[src/rtl/mips_mem_pkg.sv]
`default_nettype none
// ============================================================================
// Module   : mips_mem_pkg
// Brief    : Shared data-memory definitions: store size codes, byte-lane
//            enable constants and the store lane-formatting function.
// Revision : 1.0 - initial release
// ============================================================================
package mips_mem_pkg;

  localparam logic [1:0] SZ_BYTE = 2'b00;
  localparam logic [1:0] SZ_HALF = 2'b01;
  localparam logic [1:0] SZ_WORD = 2'b10;

  // Lane 3 (dm[31:24]) holds the byte at word offset 00: memory is
  // little-endian, so lanes run opposite to byte offsets.
  localparam logic [3:0] WE_WORD = 4'hF;
  localparam logic [3:0] WE_B0   = 4'h8;

  typedef struct packed {
    logic        misalign;
    logic [3:0]  we;
    logic [31:0] wdata;
  } st_fmt_t;

  // Replicates the store data across the lanes it may land in, so the lane
  // enables alone decide which bytes are written.
  function automatic st_fmt_t fmt_store(input logic [1:0]  size,
                                        input logic [1:0]  addr_lo,
                                        input logic [31:0] data);
    st_fmt_t f;
    f.misalign = 1'b0;
    f.we       = 4'b0000;
    f.wdata    = 32'h0;
    case (size)
      SZ_BYTE: begin
        f.we    = WE_B0 >> addr_lo;
        f.wdata = {4{data[7:0]}};
      end
      SZ_HALF: begin
        f.misalign = addr_lo[0];
        f.we       = addr_lo[1] ? 4'b0011 : 4'b1100;
        f.wdata    = {data[7:0], data[15:8], data[7:0], data[15:8]};
      end
      SZ_WORD: begin
        f.misalign = (addr_lo != 2'b00);
        f.we       = WE_WORD;
        f.wdata    = {data[7:0], data[15:8], data[23:16], data[31:24]};
      end
      default: begin
        f.misalign = 1'b1;
      end
    endcase
    return f;
  endfunction

endpackage
`default_nettype wire

[src/rtl/sync_fifo.sv]
`default_nettype none
// ============================================================================
// Module   : sync_fifo
// Brief    : Single-clock FIFO with separate occupancy counter. Push when
//            full and pop when empty are ignored internally.
// Revision : 1.0 - initial release
// ============================================================================
module sync_fifo #(
  parameter  int WIDTH = 8,
  parameter  int DEPTH = 4,
  localparam int PW    = $clog2(DEPTH),
  localparam int CW    = $clog2(DEPTH + 1)
) (
  input  logic             clk,
  input  logic             rst,
  input  logic             i_push,
  input  logic [WIDTH-1:0] i_data,
  input  logic             i_pop,
  output logic [WIDTH-1:0] o_head,
  output logic             o_full,
  output logic             o_empty,
  output logic [CW-1:0]    o_count
);

  logic [WIDTH-1:0] r_mem [DEPTH];
  logic [PW-1:0]    r_wr_ptr;
  logic [PW-1:0]    r_rd_ptr;
  logic [CW-1:0]    r_count;
  logic             w_full;
  logic             w_empty;
  logic             w_do_push;
  logic             w_do_pop;

  assign w_full    = (r_count == CW'(DEPTH));
  assign w_empty   = (r_count == '0);
  assign w_do_push = i_push & ~w_full;
  assign w_do_pop  = i_pop & ~w_empty;

  // Entry storage; contents are don't-care until written, so no reset.
  always_ff @(posedge clk) begin
    if (w_do_push) r_mem[r_wr_ptr] <= i_data;
  end

  // Pointers wrap naturally (DEPTH is a power of two); count tracks occupancy.
  always_ff @(posedge clk or posedge rst) begin
    if (rst) begin
      r_wr_ptr <= '0;
      r_rd_ptr <= '0;
      r_count  <= '0;
    end else begin
      if (w_do_push) r_wr_ptr <= r_wr_ptr + PW'(1);
      if (w_do_pop)  r_rd_ptr <= r_rd_ptr + PW'(1);
      if (w_do_push && !w_do_pop)      r_count <= r_count + CW'(1);
      else if (!w_do_push && w_do_pop) r_count <= r_count - CW'(1);
    end
  end

  assign o_head  = r_mem[r_rd_ptr];
  assign o_full  = w_full;
  assign o_empty = w_empty;
  assign o_count = r_count;

endmodule
`default_nettype wire

[src/rtl/store_buffer.sv]
`default_nettype none
// ============================================================================
// Module   : store_buffer
// Brief    : Buffers MEM-stage stores, formats them into data-memory lane
//            layout and drains them in order over a valid/ack handshake.
// Revision : 1.0 - initial release
// ============================================================================
module store_buffer #(
  parameter int DEPTH = 4,
  parameter int AW    = 32
) (
  input  logic                       clk,
  input  logic                       rst,
  input  logic                       st_valid_i,
  input  logic [1:0]                 st_size_i,
  input  logic [AW-1:0]              st_addr_i,
  input  logic [31:0]                st_data_i,
  output logic                       st_ready_o,
  output logic                       st_misalign_o,
  output logic                       dm_req_o,
  output logic [AW-1:0]              dm_addr_o,
  output logic [31:0]                dm_wdata_o,
  output logic [3:0]                 dm_we_o,
  input  logic                       dm_ack_i,
  output logic                       sb_empty_o,
  output logic [$clog2(DEPTH+1)-1:0] sb_count_o
);

  import mips_mem_pkg::*;

  localparam int EW = (AW - 2) + 4 + 32;

  logic          r_live;
  logic          r_misalign;
  st_fmt_t       w_fmt;
  logic          w_accept;
  logic          w_push;
  logic          w_pop;
  logic          w_full;
  logic          w_empty;
  logic [EW-1:0] w_entry;
  logic [EW-1:0] w_head;
  logic [AW-3:0] w_head_waddr;
  logic [3:0]    w_head_we;
  logic [31:0]   w_head_wdata;

  assign w_fmt    = fmt_store(st_size_i, st_addr_i[1:0], st_data_i);
  assign w_accept = st_valid_i & st_ready_o;
  assign w_push   = w_accept & ~w_fmt.misalign;
  assign w_pop    = dm_ack_i & dm_req_o;
  assign w_entry  = {st_addr_i[AW-1:2], w_fmt.we, w_fmt.wdata};

  // Holds ready low during reset and releases it on the first edge after.
  always_ff @(posedge clk or posedge rst) begin
    if (rst) r_live <= 1'b0;
    else     r_live <= 1'b1;
  end

  // One-cycle pulse for a dropped (misaligned or reserved-size) store.
  always_ff @(posedge clk or posedge rst) begin
    if (rst) r_misalign <= 1'b0;
    else     r_misalign <= w_accept & w_fmt.misalign;
  end

  sync_fifo #(
    .WIDTH (EW),
    .DEPTH (DEPTH)
  ) u_fifo (
    .clk     (clk),
    .rst     (rst),
    .i_push  (w_push),
    .i_data  (w_entry),
    .i_pop   (w_pop),
    .o_head  (w_head),
    .o_full  (w_full),
    .o_empty (w_empty),
    .o_count (sb_count_o)
  );

  assign {w_head_waddr, w_head_we, w_head_wdata} = w_head;

  // Ready depends only on registered occupancy: no path from dm_ack_i.
  assign st_ready_o    = r_live & ~w_full;
  assign st_misalign_o = r_misalign;
  assign sb_empty_o    = w_empty;
  assign dm_req_o      = ~w_empty;
  assign dm_addr_o     = w_empty ? '0 : {w_head_waddr, 2'b00};
  assign dm_we_o       = w_empty ? 4'b0000 : w_head_we;
  assign dm_wdata_o    = w_empty ? 32'h0 : w_head_wdata;

endmodule
`default_nettype wire

[config.mk]
export PLATFORM = sky130hd
export DESIGN_NAME = store_buffer
export DESIGN_NICKNAME = d
export VERILOG_FILES = /design/src/rtl/mips_mem_pkg.sv /design/src/rtl/sync_fifo.sv /design/src/rtl/store_buffer.sv
export SDC_FILE = /design/constraint.sdc
export NUM_CORES = 1
export LEC_CHECK = 0
export BUFFER_PORTS_ARGS = -buffer_cell sky130_fd_sc_hd__buf_2
export CAP_MARGIN = 0
export CORE_MARGIN = 2
export CORE_UTILIZATION = 43
export CTS_CLUSTER_SIZE = 12
export DETAILED_ROUTE_END_ITERATION = 16
export GPL_TIMING_DRIVEN = 0
export PLACE_DENSITY = 0.66
export SYNTH_ARGS = -nofsm -noshare
export SYNTH_HDL_FRONTEND = slang
export SYNTH_HIERARCHICAL = 1
export SYNTH_SLANG_ARGS = --single-unit
[constraint.sdc]
create_clock -name clk -period 3 [get_ports clk]
set_input_delay 0 -clock clk [delete_from_list [all_inputs] [get_ports clk]]
set_output_delay 0 -clock clk [all_outputs]
set_load 0.01 [all_outputs]
==> impl_metrics.env <==
export IMPL_status="finished, final reports clean"
export IMPL_synth_simple_gate_area_share_pct=6.17
export IMPL_critPathCaptureType="register"
export IMPL_p_switching_mw=3.36
export IMPL_min_path_cells=3
export IMPL_reg2reg_from="u_fifo/o_count[1]"
export IMPL_peakVddDrop_v=0.000494
export IMPL_ys_ff_latch=273
export IMPL_cts_sinks=273
export IMPL_grt_pass1_wl_um=35200
export IMPL_port_buffers=141
export IMPL_finalWeightedCongestion=0.876
export IMPL_place_hpwl_um=15100
export IMPL_reg2reg_depth=10
export IMPL_synth_top_area_share_pct=72.0
export IMPL_arrival_ns=3.19
export IMPL_synth_top_cells_by_area="edfxtp_1 (72%), mux4_2 (13%), nor2b_1 (4.3%)"
export IMPL_pwr_share_clk_pct=28.4
export IMPL_finalCritPeriodShare_pct=91.7
export IMPL_drt_initial_drc_count=476
export IMPL_power_frac_seq_pct=39.0
export IMPL_comb_power_share_pct=32.6
export IMPL_synth_xor_area_share_pct=0.477
export IMPL_reg2reg_to="u_fifo/o_count[2]"
export IMPL_syn_to_final_growth_pct=25.2
export IMPL_synth_top_area_cell="edfxtp_1"
export IMPL_path_clk_slew_ns=0.06
export IMPL_drv_cap=0
export IMPL_start_util_pct=43.7
export IMPL_ys_warnings_count=6
export IMPL_syn_inst=556
export IMPL_cp_start_kind="register"
export IMPL_ant_nets=0
export IMPL_synth_edf_count=264
export IMPL_fin_nets=873
export IMPL_synthAdderAreaFrac_pct=0.750
export IMPL_fmax_ghz=0.364
export IMPL_tns_ns=0
export IMPL_antenna_found_initial=0
export IMPL_slew_violations=0
export IMPL_leakage_nw=4.92
export IMPL_p_int_mw=8.34
export IMPL_grt_max_degree=41
export IMPL_grt_pass1_vias=6362
export IMPL_hold_ws_ns=0.0498
export IMPL_drcViolationCount=0
export IMPL_worst_pin_slew_ns=0.761
export IMPL_drt_total_wl_um=23200
export IMPL_drive_above_1_share_pct=35.0
export IMPL_synthMuxAreaShare_pct=13.8
export IMPL_cts_tree="yes"
export IMPL_crit_fanout=10
export IMPL_die_x_um=164
export IMPL_ys_flop_type="edfxtp_1"
export IMPL_wl_met3_um=1420
export IMPL_numCtsBuffers=29
export IMPL_final_area_um2=13800
export IMPL_gr_usage_all_layers_pct=17.5
export IMPL_final_cell_mix="edfxtp_1 (264), buf_2 (152), nor2b_1 (76), mux4_2 (66), dlygate4sd3_1 (61)"
export IMPL_power_density_nw_per_um2=848
export IMPL_rows=58
export IMPL_detailedRoute_firstPassIterationCount=5
export IMPL_insertion_delay_ns=0.53
export IMPL_route_vias_total=5979
export IMPL_core_area_um2=25200
export IMPL_setup_viol=0
export IMPL_switching_share_pct=28.7
export IMPL_hp_start="st_data_i[29]"
export IMPL_finClkSkew_ns=0.00824
export IMPL_grt_overflow_total=0
export IMPL_cpMostUsedCell="xor2_1"
export IMPL_die_h_um=164
export IMPL_async_flop_share_pct=3.30
export IMPL_wl_met2_um=11500
export IMPL_avgRoutedWirePerCell_um=20.3
export IMPL_layout_cells_most_common="edfxtp_1"
export IMPL_synth_top_family_by_area="multiplexers"
export IMPL_fin_util_pct=54.8
export IMPL_holdPathEnd="u_fifo/r_mem[1][5]"
export IMPL_drt_met1_wl_um=9880
export IMPL_via_per_inst=5.22
export IMPL_crit_slowest_cell="dfrtp_1"
export IMPL_r2r_slack_ns=0.25
export IMPL_root_buffer="clkbuf_16"
export IMPL_place_area_um2=12300
export IMPL_yosysSeqAreaShare_pct=74.0
export IMPL_htree_num_levels=1
export IMPL_final_hold_violation_count=0
export IMPL_dr_max_layer_used="met4"
export IMPL_fillCellCount=2002
export IMPL_min_path_type="in2reg"
export IMPL_antenna_cells=0
export IMPL_dieArea_um2=26900
export IMPL_clockBufferDepth=3
export IMPL_path_cells="nor3_4 > buf_2 > and2b_1 > nand2b_1 > ha_1 > inv_1 > fa_1 > xor2_1 > nor2_1 > xor2_1"
export IMPL_synth_compound_area_share_pct=2.34
export IMPL_crit_type="reg2reg"
export IMPL_synthesis_area_um2=11000
export IMPL_max_stage_delay_ns=0.46
export IMPL_rsz0062_at_grt="no"
export IMPL_post_synth_cell_area_avg_um2=19.8
export IMPL_finalCriticalPeriod_ns=2.75
export IMPL_synth_distinct_cells=33
export IMPL_relSlewSlack_pct=48.8
export IMPL_worstPathRequired_ns=3.44
export IMPL_pin_count=145
-- stage by stage --
stage	std cells	setup slack, ns	total power [mW]
floorplan	557	0.240	7.08
global placement	1028	-0.440	8.34
detailed placement	1032	-0.537	8.43
CTS	1143	0.0790	11.9
global route	1146	0.106	12.3
finish	1146	0.250	11.7
-- Yosys cell counts (5+ instances only) --
cell type	n
dfrtp_1	9
o21ai_1	14
nand2_1	9
and2_1	12
buf_2	10
clkbuf_1	5
edfxtp_1	264
buf_4	6
mux4_2	66
nor2_1	5
inv_1	7
a21oi_1	21
a21o_1	8
nor2b_1	76
ha_1	5
-- cell families after synthesis --
| logic type | after synthesis |
|---|---|
| multiplexers | 69 |
| adder cells (fa/ha/maj) | 6 |
| buffers and inverters | 40 |
| other | 2 |
| AND/OR/NAND/NOR | 113 |
| XOR/XNOR | 6 |
| AO/OA/AOI/OAI | 47 |
| flip-flops | 273 |
-- area by class of cell --
| class | instances | area, um2 | share of cell area [%] |
|---|---|---|---|
| Sequential cell | 273 | 8150 | 59.1 |
| Multi-Input combinational cell | 244 | 2620 | 19.0 |
| Timing Repair Buffer | 209 | 1450 | 10.5 |
| Clock buffer | 39 | 793 | 5.75 |
| Tap cell | 330 | 413 | 2.99 |
| Buffer | 33 | 240 | 1.74 |
| Clock inverter | 11 | 98.8 | 0.716 |
| Inverter | 7 | 26.3 | 0.190 |
-- worst max-delay path by stage --
stage	from	end	depth (start not counted)
global placement	u_fifo/o_count[0]	u_fifo/o_count[2]	10
floorplan	u_fifo/o_count[0]	u_fifo/o_count[2]	10
CTS	u_fifo/o_count[0]	u_fifo/o_count[2]	10
finish	u_fifo/o_count[1]	u_fifo/o_count[2]	10
global route	u_fifo/o_count[1]	u_fifo/o_count[2]	10
detailed placement	u_fifo/o_count[0]	u_fifo/o_count[2]	10
-- worst max-delay path: cells and delay by family, from the launching register on --
kind / cells / cell delay, ns
adder cells (fa/ha/maj): 2 / 0.58
AND/OR/NAND/NOR: 4 / 0.84
flip-flops: 1 / 0.46
XOR/XNOR: 2 / 0.36
buffers and inverters: 2 / 0.42
-- power groups by stage --
stage	combinational (mW)	sequential, mW	clock [mW]
3_3_place_gp	3.72	4.62	0
6_report	3.81	4.56	3.33
3_5_place_dp	3.80	4.63	0
2_1_floorplan	2.47	4.61	0
5_1_grt	4.15	4.58	3.56
4_1_cts	3.89	4.56	3.41
-- timing repair --
item	4_1_cts	5_1_grt
endpoints found under the setup margin	22	1
gates resized for setup	3	1
endpoints found under the hold margin	260	0
buffers inserted	0	3
hold buffers	61	0
pin swaps	0	1
gates cloned	0	0
-- layer usage --
metal,up-vias,track usage (%)
li1,2668,-
met1,3044,23.3
met2,230,30.6
met3,37,2.53
met4,0,3.87
met5,-,0
-- registers in the layout, indices dropped and copies added, names as in the netlist --
register	cells
u_fifo/r_mem	264
u_fifo/o_count	3
u_fifo/r_rd_ptr	2
u_fifo/r_wr_ptr	2
r_live	1
st_misalign_o	1
Power figures use the tool's default switching activity.
